<file path="config.mk">
export PLATFORM = sky130hd
export DESIGN_NAME = ppi_bus_sequencer
export DESIGN_NICKNAME = d
export VERILOG_FILES = /design/src/rtl/ppi_bus_sequencer.sv
export SDC_FILE = /design/constraint.sdc
export NUM_CORES = 1
export LEC_CHECK = 0
export BUFFER_PORTS_ARGS = -buffer_cell sky130_fd_sc_hd__buf_2
export CAP_MARGIN = 10
export CORE_ASPECT_RATIO = 0.7
export CORE_UTILIZATION = 45
export DETAILED_ROUTE_END_ITERATION = 7
export GPL_TIMING_DRIVEN = 0
export PLACE_DENSITY = 0.73
export SETUP_SLACK_MARGIN = 0.1
export SYNTH_ARGS = -nofsm -noshare
export SYNTH_HDL_FRONTEND = slang
export SYNTH_SLANG_ARGS = --single-unit
</file>
<file path="constraint.sdc">
create_clock -name clk_i -period 4.6 [get_ports clk_i]
set_input_delay 0.23 -clock clk_i [delete_from_list [all_inputs] [get_ports clk_i]]
set_output_delay 0.23 -clock clk_i [all_outputs]
set_load 0.005 [all_outputs]
</file>
<file path="src/rtl/ppi_bus_sequencer.sv">
// Bus master for the ppi block: arbitrates two requesters, issues the ppi reset
// pulse and generates timed rdb/wrb strobes with setup/strobe/hold phases.
module ppi_bus_sequencer #(
   parameter int SETUP_CYC  = 2,
   parameter int STROBE_CYC = 2,
   parameter int HOLD_CYC   = 1,
   parameter int RST_CYC    = 3,
   parameter int CNT_W      = 4
) (
   input  logic       clk_i,
   input  logic       reset_i,
   input  logic       req0_i,
   input  logic       req1_i,
   input  logic       we0_i,
   input  logic       we1_i,
   input  logic [2:0] addr0_i,
   input  logic [2:0] addr1_i,
   input  logic [7:0] wdata0_i,
   input  logic [7:0] wdata1_i,
   output logic       gnt0_o,
   output logic       gnt1_o,
   output logic       done0_o,
   output logic       done1_o,
   output logic [7:0] rdata_o,
   output logic       busy_o,
   output logic       ppi_rst_o,
   output logic       rdb_o,
   output logic       wrb_o,
   output logic [2:0] address_o,
   output logic [7:0] data_out_o,
   output logic       data_oe_o,
   input  logic [7:0] data_in_i
);

   // state   | meaning
   // INIT    | ppi_rst asserted for RST_CYC cycles after reset release
   // IDLE    | arbitrating between req0 and req1
   // SETUP   | address/data driven, strobes high
   // STROBE  | rdb or wrb low
   // HOLD    | strobes high, address/data held
   // DONE    | one-cycle completion pulse, no arbitration
   typedef enum logic [2:0] {
      ST_INIT, ST_IDLE, ST_SETUP, ST_STROBE, ST_HOLD, ST_DONE
   } state_t;

   localparam logic [CNT_W-1:0] SETUP_LD  = CNT_W'(SETUP_CYC - 1);
   localparam logic [CNT_W-1:0] STROBE_LD = CNT_W'(STROBE_CYC - 1);
   localparam logic [CNT_W-1:0] HOLD_LD   = CNT_W'(HOLD_CYC - 1);
   localparam logic [CNT_W-1:0] RST_LD    = CNT_W'(RST_CYC - 1);

   state_t           state_q, state_d;
   logic [CNT_W-1:0] cnt_q, cnt_d;
   logic             sel_q, sel_d;
   logic             prio_q, prio_d;
   logic             we_q, we_d;
   logic [2:0]       addr_q, addr_d;
   logic [7:0]       wdata_q, wdata_d;
   logic             cnt_tc;
   logic             pick1;

   logic       gnt0_q, gnt0_d, gnt1_q, gnt1_d;
   logic       done0_q, done0_d, done1_q, done1_d;
   logic [7:0] rdata_q, rdata_d;
   logic       busy_q, busy_d, ppi_rst_q, ppi_rst_d;
   logic       rdb_q, rdb_d, wrb_q, wrb_d;
   logic [2:0] address_q, address_d;
   logic [7:0] data_out_q, data_out_d;
   logic       data_oe_q, data_oe_d;
   logic       in_txn;

   assign cnt_tc = (cnt_q == '0);

   always_ff @(posedge clk_i or posedge reset_i) begin
      if (reset_i) begin
         state_q    <= ST_INIT;
         cnt_q      <= RST_LD;
         sel_q      <= 1'b0;
         prio_q     <= 1'b0;
         we_q       <= 1'b0;
         addr_q     <= '0;
         wdata_q    <= '0;
         gnt0_q     <= 1'b0;
         gnt1_q     <= 1'b0;
         done0_q    <= 1'b0;
         done1_q    <= 1'b0;
         rdata_q    <= '0;
         busy_q     <= 1'b1;
         ppi_rst_q  <= 1'b1;
         rdb_q      <= 1'b1;
         wrb_q      <= 1'b1;
         address_q  <= '0;
         data_out_q <= '0;
         data_oe_q  <= 1'b0;
      end else begin
         state_q    <= state_d;
         cnt_q      <= cnt_d;
         sel_q      <= sel_d;
         prio_q     <= prio_d;
         we_q       <= we_d;
         addr_q     <= addr_d;
         wdata_q    <= wdata_d;
         gnt0_q     <= gnt0_d;
         gnt1_q     <= gnt1_d;
         done0_q    <= done0_d;
         done1_q    <= done1_d;
         rdata_q    <= rdata_d;
         busy_q     <= busy_d;
         ppi_rst_q  <= ppi_rst_d;
         rdb_q      <= rdb_d;
         wrb_q      <= wrb_d;
         address_q  <= address_d;
         data_out_q <= data_out_d;
         data_oe_q  <= data_oe_d;
      end
   end

   // prio_q = 1 means req1 wins a tie (req0 was granted last)
   always_comb begin
      state_d = state_q;
      cnt_d   = cnt_q;
      sel_d   = sel_q;
      prio_d  = prio_q;
      we_d    = we_q;
      addr_d  = addr_q;
      wdata_d = wdata_q;
      pick1   = 1'b0;
      case (state_q)
         ST_INIT: begin
            if (cnt_tc) state_d = ST_IDLE;
            else        cnt_d   = cnt_q - 1'b1;
         end
         ST_IDLE: begin
            if (req0_i || req1_i) begin
               pick1   = req1_i && (!req0_i || prio_q);
               sel_d   = pick1;
               prio_d  = !pick1;
               we_d    = pick1 ? we1_i    : we0_i;
               addr_d  = pick1 ? addr1_i  : addr0_i;
               wdata_d = pick1 ? wdata1_i : wdata0_i;
               state_d = ST_SETUP;
               cnt_d   = SETUP_LD;
            end
         end
         ST_SETUP: begin
            if (cnt_tc) begin
               state_d = ST_STROBE;
               cnt_d   = STROBE_LD;
            end else begin
               cnt_d = cnt_q - 1'b1;
            end
         end
         ST_STROBE: begin
            if (cnt_tc) begin
               state_d = ST_HOLD;
               cnt_d   = HOLD_LD;
            end else begin
               cnt_d = cnt_q - 1'b1;
            end
         end
         ST_HOLD: begin
            if (cnt_tc) state_d = ST_DONE;
            else        cnt_d   = cnt_q - 1'b1;
         end
         ST_DONE:  state_d = ST_IDLE;
         default:  state_d = ST_INIT;
      endcase
   end

   // Outputs are decoded from the next state so every port comes straight off a flop.
   always_comb begin
      in_txn     = (state_d == ST_SETUP) || (state_d == ST_STROBE) || (state_d == ST_HOLD);
      gnt0_d     = in_txn && !sel_d;
      gnt1_d     = in_txn && sel_d;
      done0_d    = (state_d == ST_DONE) && !sel_d;
      done1_d    = (state_d == ST_DONE) && sel_d;
      rdb_d      = !((state_d == ST_STROBE) && !we_d);
      wrb_d      = !((state_d == ST_STROBE) && we_d);
      data_oe_d  = in_txn && we_d;
      ppi_rst_d  = (state_d == ST_INIT);
      busy_d     = (state_d != ST_IDLE);
      address_d  = address_q;
      data_out_d = data_out_q;
      if ((state_q == ST_IDLE) && (state_d == ST_SETUP)) begin
         address_d  = addr_d;
         data_out_d = wdata_d;
      end
      rdata_d = rdata_q;
      if ((state_q == ST_STROBE) && (state_d == ST_HOLD) && !we_q)
         rdata_d = data_in_i;
   end

   assign gnt0_o     = gnt0_q;
   assign gnt1_o     = gnt1_q;
   assign done0_o    = done0_q;
   assign done1_o    = done1_q;
   assign rdata_o    = rdata_q;
   assign busy_o     = busy_q;
   assign ppi_rst_o  = ppi_rst_q;
   assign rdb_o      = rdb_q;
   assign wrb_o      = wrb_q;
   assign address_o  = address_q;
   assign data_out_o = data_out_q;
   assign data_oe_o  = data_oe_q;

endmodule

</file>
==> run summary, run 1 <==
Switching power as a share of total power = 35.6%
Peak fanout along the critical path = 8
Fraction of layout instances using a drive strength above 1 = 43.4%
Clock transition at the register clock pins on the worst setup and hold paths after CTS = 0.07 ns
Number of buffers inserted during clock tree synthesis = 5
Slew margin rel. = 46.7%
Final worst slack = 2.65 ns
Worst EP arrival = 2.12 ns
Power density cells = 646 nW/µm²
Die extent in x = 78.4 µm
Aggregate negative setup slack = 0 ns
Met1 Resource Use GR = 29.6%
Worst hold path type = input pin to async pin
Peak Freq = 0.512 GHz
Portion of the clock cycle consumed by the worst path in the final layout = 42.4%
Maxcap violations = 0
Remaining number of nets flagged by the antenna check after routing = 0
Instance count of the mapped netlist = 170
Worst ir drop on vdd = 327 µV
Worst Hold Margin = 0.0870 ns
Setup repair after global routing missed its margin = no
Overall die height = 55.5 µm
Clock Tree Root = clkbuf_8
Maximum number of buffers from clock root to sink = 2
Setup Slack @ Placement = 2.65 ns
Most congested layer reported by global routing = met1
Synth Cell Area = 1840 µm²
Count of boundary I/O pins = 64
Synth unique cells = 44
Cell Area, Placed = 2250 µm²
Clock net sink count = 38
Standard cell core area = 3920 µm²
Worst path required time = 4.77 ns
Maximum number of pins on one net before global-route repair = 21
Kind of critical path = register to register
Average vias per placed instance = 5.16
Area Growth Syn to Fin = 27.9%
Die Outline Area = 4350 µm²
Count of buffers inserted at the top-level ports = 63
Final slew viol count = 0
Global router's overall resource usage = 19.8%
Setup skew after layout = 0.00482 ns
Fillcell total = 344
Startpoint kind of the worst setup timing path = register
TritonCTS clock tree = yes
Yosys warnings = 0
Sequential share of the synthesized area = 52.0%
Cell area after layout = 2350 µm²
Routability congestion estimate from global placement = 0.767
Number of enable flip-flop cells after synthesis = 0
Post-CTS Setup Repair Bufs = 0
Length of the first detailed-routing pass in iterations = 4
Switching power = 542 µW
Element type at the critical path end = register
Crit path time final = 1.95 ns
Wirelength, routed = 3860 µm
Leading cell types in the layout, fill and taps excluded = buf_2 (66), dfrtp_1 (33), nor2_1 (23)
Final-report setup violation count = 0
Remaining global-route overflow = 0
Final net count = 278
Via count of the first global-routing pass = 1407
H-tree depth = 2
Detail Placement HPWL = 2960 µm
Total power consumption of the routed design = 1.52 mW
Logic pwr share = 42.8%
Initial Util = 46.9%
Ys flop type = dfrtp_1
Actual transition at the worst max-transition pin = 0.799 ns
Status = finished clean
Violation count after the first detailed-route iteration = 63
Power share of the clock group = 17.7%
GR met2 Demand/Resource = 28.4%
# resized after CTS = 0
Most common cell after layout, fill and taps aside = buf_2
Number of antenna violations at the first check in global routing = 0
ANT cells = 0
Internal power summed over all cells = 980 µW
Row Count = 19
Met3 layer usage reported by global route = 5.29%
Sequential fraction of design power = 39.5%
Wire length of the first global-routing pass = 6660 µm
Clock Latency Late Sink = 0.28 ns
Synth Register Bits = 38
Total via count in the routed design = 1517
Asr flop ratio synth = 100%
Average footprint of a synthesized cell = 10.8 µm²
Number of hold buffers added after cts = 0
Total leakage power = 1.12 nW
Post-detailed-route DRC marker count = 0
Detailed-route wire length per cell = 13.1 µm
Final hold viol count = 0
Synth Net Count = 207
kinds of logic (layout without fill, tap and decap cells):
family                   count (synthesis)  after routing  synth area share [%]
AO/OA/AOI/OAI                           41             41                  17.7
adder cells (fa/ha/maj)                  1              1                 0.680
buffers and inverters                   16             88                  4.69
flip-flops                              38             38                  52.0
multiplexers                             8              8                  4.89
AND/OR/NAND/NOR                         66             66                  20.0
metal layers:
metal | vias to the layer above | wire (µm)
met3 | 2 | 206
met1 | 721 | 1920
met5 | - | 0
met2 | 51 | 1720
li1 | 743 | -
met4 | 0 | 16
per-stage QoR:
stage / util, % / instances
final: 60.0 / 294
after global routing: 60.0 / 294
after CTS: 60.0 / 294
after detailed placement: 57.3 / 286
after global placement: 56.6 / 285
after floorplan: - / 170
cell usage after synthesis (all sizes together) (2+ instances only):
| cell | instances | area share, % |
|---|---|---|
| nand2b | 4 | 1.4 |
| nand2 | 11 | 2.4 |
| mux2 | 8 | 4.9 |
| o21ai | 4 | 1.1 |
| or2 | 2 | 0.68 |
| or4 | 2 | 0.82 |
| dfrtp | 33 | 45 |
| and2 | 2 | 0.68 |
| and3 | 12 | 4.1 |
| inv | 6 | 1.2 |
| nor3b | 3 | 2.4 |
| a211oi | 11 | 6.4 |
| a21oi | 9 | 2.7 |
| nor3 | 2 | 0.54 |
| dfstp | 5 | 7.1 |
| clkbuf | 3 | 0.61 |
| buf | 7 | 2.9 |
| a21o | 2 | 0.82 |
| nand3 | 2 | 0.82 |
| a21boi | 2 | 0.82 |
| nor2 | 24 | 5.3 |
| a31oi | 3 | 1.4 |
registers in the layout, indices dropped and copies added (netlist names):
register / cells
sel_q: 1
ppi_rst_o: 1
prio_q: 1
busy_o: 1
rdata_o: 8
address_o: 3
cnt_q: 4
state_q: 3
wrb_o: 1
gnt0_o: 1
done1_o: 1
data_out_o: 8
done0_o: 1
gnt1_o: 1
rdb_o: 1
we_q: 1
data_oe_o: 1
cell type report:
cell class	count	area, µm²	share of cell area (%)
clock inverter	1	30.0	1.28
tap	52	65.1	2.76
inverter	6	22.5	0.956
clock buffer	7	76.3	3.24
buffer	10	63.8	2.71
multi-input combinational	116	797	33.8
timing repair buffer	64	343	14.6
sequential	38	957	40.6
power by group through the flow:
| stage | registers [mW] | logic (mW) | clock network, mW |
|---|---|---|---|
| 3_3_place_gp | 0.600 | 0.637 | 0 |
| 5_1_grt | 0.621 | 0.738 | 0.293 |
| 6_report | 0.601 | 0.652 | 0.269 |
| 2_1_floorplan | 0.606 | 0.428 | 0 |
| 3_5_place_dp | 0.605 | 0.655 | 0 |
| 4_1_cts | 0.601 | 0.657 | 0.277 |
final timing paths:
path | start | endpoint | slack, ns | depth (start not counted)
max in group asynchronous | reset_i | cnt_q[1]$_DFFE_PP1P_ | 3.87 | 3
worst max register to register | cnt_q[0]$_DFFE_PP0P_ | rdata_o[3]$_DFFE_PP0P_ | 2.65 | 6
min in group clk_i | data_in_i[1] | rdata_o[1]$_DFFE_PP0P_ | 0.18 | 2
worst min-delay path | reset_i | data_out_o[0]$_DFFE_PP0P_ | 0.09 | 2
worst max-delay path | cnt_q[0]$_DFFE_PP0P_ | rdata_o[3]$_DFFE_PP0P_ | 2.65 | 6
worst min register to register | prio_q$_DFFE_PP0P_ | prio_q$_DFFE_PP0P_ | 0.49 | 1
critical path, stage by stage (launching register included):
cell and delay, ns:
dfrtp_1 0.42, inv_1 0.11, ha_1 0.20, nor3b_4 0.32, nand3_2 0.17, nor2_4 0.24
mux2_2 0.38
Note: power is estimated with default switching activity, not from simulation.
==> inputs of run 2 (changes only) <==
==> constraint.sdc (replaced) <==
create_clock -name clk_i -period 2 [get_ports clk_i]
set_input_delay 0.1 -clock clk_i [delete_from_list [all_inputs] [get_ports clk_i]]
set_output_delay 0.1 -clock clk_i [all_outputs]
set_load 0.005 [all_outputs]
==> run summary, run 2 (synthesis results as in run 1) <==
Post-detailed-route DRC marker count = 0
Origin of the critical flop-to-flop path = cnt_q[0]$_DFFE_PP0P_
Final-report setup violation count = 0
Clock Tree Root = clkbuf_8
Portion of the clock cycle consumed by the worst path in the final layout = 90.7%
Via count of the first global-routing pass = 1423
Worst path required time = 2.17 ns
Switching power as a share of total power = 35.7%
Initial Util = 46.9%
Power share of the clock group = 17.6%
Switching power = 1.27 mW
Final hold viol count = 0
Fraction of layout instances using a drive strength above 1 = 44.5%
Maximum number of buffers from clock root to sink = 2
Sequential fraction of design power = 39.0%
Worst reg-to-reg setup slack = 0.19 ns
Peak Freq = 0.551 GHz
Worst ir drop on vdd = 760 µV
H-tree depth = 2
Fillcell total = 340
Row Count = 19
Total via count in the routed design = 1543
Startpoint kind of the worst setup timing path = register
Standard cell core area = 3920 µm²
TritonCTS clock tree = yes
Total leakage power = 1.13 nW
Kind of critical path = register to register
Routability congestion estimate from global placement = 0.767
Area Growth Syn to Fin = 29.4%
Global router's overall resource usage = 20.0%
Crit path time final = 1.81 ns
Total instance count after detailed placement = 286
Hold Startpoint = data_in_i[1]
Maxcap violations = 0
Number of instances on the worst hold path = 2
Most common cell after layout, fill and taps aside = buf_2
Combined area of the multi-input logic cells = 800 µm²
Number of antenna violations at the first check in global routing = 0
ANT cells = 0
Count of buffers inserted at the top-level ports = 63
Remaining global-route overflow = 0
Endpoint of the worst hold-timing path = rdata_o[1]$_DFFE_PP0P_
Final net count = 281
Reg2reg path depth = 6
Reg area = 957 µm²
Detailed-route wire length per cell = 13.2 µm
Detail Placement HPWL = 2960 µm
Maximum number of pins on one net before global-route repair = 21
Logic pwr share = 43.5%
Peak fanout along the critical path = 8
Actual transition at the worst max-transition pin = 0.801 ns
Clock transition at the register clock pins on the worst setup and hold paths after CTS = 0.07 ns
Slew margin rel. = 46.6%
Worst reg2reg endpoint = rdata_o[3]$_DFFE_PP0P_
Element type at the critical path end = register
Die extent in x = 78.4 µm
Aggregate negative setup slack = 0 ns
Clock net sink count = 38
Die Outline Area = 4350 µm²
Final slew viol count = 0
Non-filler cells, final = 297
Leading cell types in the layout, fill and taps excluded = buf_2 (66), dfrtp_1 (33), nor2_1 (23)
Power density cells = 1490 nW/µm²
Wirelength, routed = 3940 µm
Violation count after the first detailed-route iteration = 53
Internal power summed over all cells = 2.28 mW
Core occupancy in the finished layout = 60.7%
Wire length of the first global-routing pass = 6720 µm
Setup repair after global routing missed its margin = yes
Worst EP arrival = 1.98 ns
Worst hold path type = input pin to register
Overall die height = 55.5 µm
Status = finished clean
Average vias per placed instance = 5.20
Length of the first detailed-routing pass in iterations = 4
Clock Latency Late Sink = 0.29 ns
Number of buffers inserted during clock tree synthesis = 5
Remaining number of nets flagged by the antenna check after routing = 0
Count of boundary I/O pins = 64
Setup skew after layout = 0.00634 ns
==> run 2: what timing repair did <==
| item | 4_1_cts | 5_1_grt |
|---|---|---|
| pin swaps | 0 | 2 |
| gates cloned | 0 | 0 |
| hold buffers | 1 | 0 |
| setup buffers | 1 | 1 |
| endpoints found under the setup margin | 8 | 8 |
| hold endpoints to repair | 15 | 0 |
| resized for setup | 0 | 2 |
==> run 2: area by class of cell <==
type                       instances  share of cell area (%)
inverter                           6                   0.945
buffer                            10                    2.68
sequential                        38                    40.2
timing repair buffer              67                    15.4
multi-input combinational        116                    33.6
clock inverter                     1                    1.26
tap                               52                    2.73
clock buffer                       7                    3.20
==> run 2: per-layer routing <==
| layer | up-vias | track usage, % | share of wire [%] |
|---|---|---|---|
| met5 | - | 0 | 0 |
| met4 | 0 | 5.29 | 0.76 |
| met3 | 4 | 5.29 | 4.7 |
| met2 | 43 | 28.8 | 45 |
| met1 | 744 | 29.8 | 50 |
| li1 | 752 | - | - |
==> run 2: worst max path at each step <==
stage,start,to,slack [ns]
floorplan,cnt_q[0]$_DFFE_PP0P_,rdata_o[0]$_DFFE_PP0P_,0.27
global placement,cnt_q[0]$_DFFE_PP0P_,rdata_o[4]$_DFFE_PP0P_,0.09
detailed placement,cnt_q[0]$_DFFE_PP0P_,rdata_o[3]$_DFFE_PP0P_,0.05
CTS,cnt_q[0]$_DFFE_PP0P_,rdata_o[3]$_DFFE_PP0P_,0.16
global route,cnt_q[0]$_DFFE_PP0P_,rdata_o[3]$_DFFE_PP0P_,0.08
finish,cnt_q[0]$_DFFE_PP0P_,rdata_o[3]$_DFFE_PP0P_,0.19
==> run 2: critical path, cell delays in order, from the launching register on <==
cell     delay (ns)
dfrtp_1        0.42
inv_2          0.09
ha_2           0.19
nor3b_4        0.22
nand3_2        0.13
nor2_4         0.26
mux2_2         0.38
==> run 2: power by group through the flow <==
stage / clock, mW / combinational, mW / sequential, mW
finish: 0.623 / 1.54 / 1.38
global route: 0.675 / 1.74 / 1.43
CTS: 0.637 / 1.53 / 1.38
detailed placement: 0 / 1.51 / 1.39
global placement: 0 / 1.47 / 1.38
floorplan: 0 / 0.984 / 1.39
==> run 2: through the flow <==
step / area [µm²] / setup slack (ns) / power (mW) / hold slack [ns]
after detailed placement: 2250 / 0.0526 / 2.90 / 0.292
after global routing: 2380 / 0.0849 / 3.84 / 0.0351
after floorplan: 1840 / 0.274 / 2.38 / 0.252
after global placement: 2220 / 0.0879 / 2.85 / 0.337
after CTS: 2370 / 0.157 / 3.55 / 0.0421
final: 2380 / 0.186 / 3.55 / 0.0464
==> inputs of run 3 (changes only) <==
--- a/config.mk
+++ b/config.mk
@@ -8,10 +8,10 @@
 export BUFFER_PORTS_ARGS = -buffer_cell sky130_fd_sc_hd__buf_2
 export CAP_MARGIN = 10
 export CORE_ASPECT_RATIO = 0.7
-export CORE_UTILIZATION = 45
+export CORE_UTILIZATION = 49
 export DETAILED_ROUTE_END_ITERATION = 7
 export GPL_TIMING_DRIVEN = 0
-export PLACE_DENSITY = 0.73
+export PLACE_DENSITY = 0.79
 export SETUP_SLACK_MARGIN = 0.1
 export SYNTH_ARGS = -nofsm -noshare
 export SYNTH_HDL_FRONTEND = slang
==> constraint.sdc (replaced) <==
create_clock -name clk_i -period 2 [get_ports clk_i]
set_input_delay 0.1 -clock clk_i [delete_from_list [all_inputs] [get_ports clk_i]]
set_output_delay 0.1 -clock clk_i [all_outputs]
set_load 0.01 [all_outputs]
==> run summary, run 3 (synthesis results as in run 1) <==
Origin of the critical flop-to-flop path = cnt_q[0]$_DFFE_PP0P_
Core occupancy in the finished layout = 67.0%
Final net count = 283
Initial Util = 51.7%
Power share of the clock group = 15.0%
Wire length of the first global-routing pass = 5910 µm
Maximum number of pins on one net before global-route repair = 22
Remaining global-route overflow = 0
Final-report setup violation count = 0
Crit path time final = 1.79 ns
Die extent in x = 75.3 µm
Clock net sink count = 38
Aggregate negative setup slack = 0 ns
Final slew viol count = 0
Overall die height = 53.3 µm
Peak Freq = 0.558 GHz
Worst reg2reg endpoint = cnt_q[0]$_DFFE_PP0P_
Violation count after the first detailed-route iteration = 39
Maxcap violations = 0
Maximum number of buffers from clock root to sink = 2
Routability congestion estimate from global placement = 0.789
Via count of the first global-routing pass = 1297
Number of antenna violations at the first check in global routing = 0
Fillcell total = 290
Die Outline Area = 4010 µm²
Worst hold path type = input pin to register
Reg2reg path depth = 6
TritonCTS clock tree = yes
Most common cell after layout, fill and taps aside = buf_2
ANT cells = 0
Worst ir drop on vdd = 624 µV
Logic pwr share = 46.7%
Portion of the clock cycle consumed by the worst path in the final layout = 89.6%
Element type at the critical path end = register
Remaining number of nets flagged by the antenna check after routing = 0
Global router's overall resource usage = 20.5%
Final worst slack = 0.207 ns
Setup Slack @ Placement = 0.0789 ns
Actual transition at the worst max-transition pin = 0.793 ns
Average vias per placed instance = 5.07
Fraction of layout instances using a drive strength above 1 = 45.3%
Internal power summed over all cells = 2.21 mW
Combined area of the multi-input logic cells = 800 µm²
Switching power = 1.39 mW
Peak fanout along the critical path = 8
Clock Latency Late Sink = 0.29 ns
Count of buffers inserted at the top-level ports = 63
Setup repair after global routing missed its margin = no
Worst EP arrival = 1.94 ns
Count of boundary I/O pins = 64
Length of the first detailed-routing pass in iterations = 4
Detailed-route wire length per cell = 13.4 µm
Final hold viol count = 0
Startpoint kind of the worst setup timing path = register
Leading cell types in the layout, fill and taps excluded = buf_2 (66), dfrtp_1 (33), nor2_1 (23)
Worst reg-to-reg setup slack = 0.21 ns
Post-detailed-route DRC marker count = 0
Clock Tree Root = clkbuf_8
Sequential fraction of design power = 38.3%
Worst setup path endpoint = cnt_q[0]$_DFFE_PP0P_
Power density cells = 1510 nW/µm²
Slew margin rel. = 47.1%
Row Count = 18
Setup skew after layout = 0.00834 ns
Reg area = 957 µm²
Detail Placement HPWL = 2840 µm
Wirelength, routed = 3980 µm
Worst setup path startpoint = cnt_q[0]$_DFFE_PP0P_
Clock transition at the register clock pins on the worst setup and hold paths after CTS = 0.07 ns
Total via count in the routed design = 1505
Area Growth Syn to Fin = 29.5%
Standard cell core area = 3560 µm²
H-tree depth = 2
Kind of critical path = register to register
Status = finished clean
Switching power as a share of total power = 38.6%
Worst path required time = 2.14 ns
Total leakage power = 1.14 nW
Number of buffers inserted during clock tree synthesis = 5
## run 3: stage by stage
step | power [mW] | cell area (µm²) | cells | hold WS, ns
floorplan | 2.48 | 1840 | 170 | 0.252
global placement | 2.93 | 2220 | 283 | 0.336
detailed placement | 2.98 | 2250 | 284 | 0.277
CTS | 3.54 | 2360 | 294 | 0.0408
global route | 3.89 | 2380 | 297 | 0.0373
finish | 3.59 | 2380 | 297 | 0.0462
## run 3: worst max-delay path, cell delays in order (launching register included)
cell and delay (ns):
dfrtp_1 0.42, inv_1 0.12, ha_2 0.20, or3b_1 0.33, buf_2 0.18, a31oi_1 0.25
o221ai_1 0.16
## run 3: metal layers
metal	wire (µm)	part of all wire, %	up-vias	global-route usage, %
met4	65	1.6	0	6.48
met3	169	4.2	7	5.14
met1	1970	50	704	27.1
met5	0	0	-	0
li1	-	-	758	-
met2	1770	45	36	33.0
## run 3: area by class of cell
cell class | instances | share of cell area, %
clock buffers | 6 | 3.46
inverters | 6 | 0.945
multi-input cells | 116 | 33.5
flip-flops and latches | 38 | 40.2
repair buffers | 69 | 16.1
clock inverters | 2 | 0.525
well taps | 50 | 2.62
plain buffers | 10 | 2.68
## run 3: repair_timing
action | 4_1_cts | 5_1_grt
hold buffers | 1 | 0
pin swaps | 1 | 2
buffers inserted | 1 | 3
gates resized for setup | 0 | 1
endpoints found under the setup margin | 8 | 9
endpoints found under the hold margin | 16 | 0
## run 3: power by group through the flow
stage / Combinational, mW / Sequential, mW / Clock (mW)
2_1_floorplan: 0.983 / 1.49 / 0
3_3_place_gp: 1.56 / 1.37 / 0
3_5_place_dp: 1.60 / 1.38 / 0
4_1_cts: 1.62 / 1.37 / 0.554
5_1_grt: 1.87 / 1.42 / 0.599
6_report: 1.68 / 1.37 / 0.539
## run 3: worst min-delay path by stage
stage	slack, ns	end	depth (start not counted)	start
floorplan	0.25	rdata_o[0]$_DFFE_PP0P_	1	data_in_i[0]
global placement	0.34	rdata_o[2]$_DFFE_PP0P_	2	data_in_i[2]
detailed placement	0.28	data_out_o[2]$_DFFE_PP0P_	2	reset_i
CTS	0.04	rdata_o[2]$_DFFE_PP0P_	2	data_in_i[2]
global route	0.04	rdata_o[2]$_DFFE_PP0P_	2	data_in_i[2]
finish	0.05	rdata_o[2]$_DFFE_PP0P_	2	data_in_i[2]
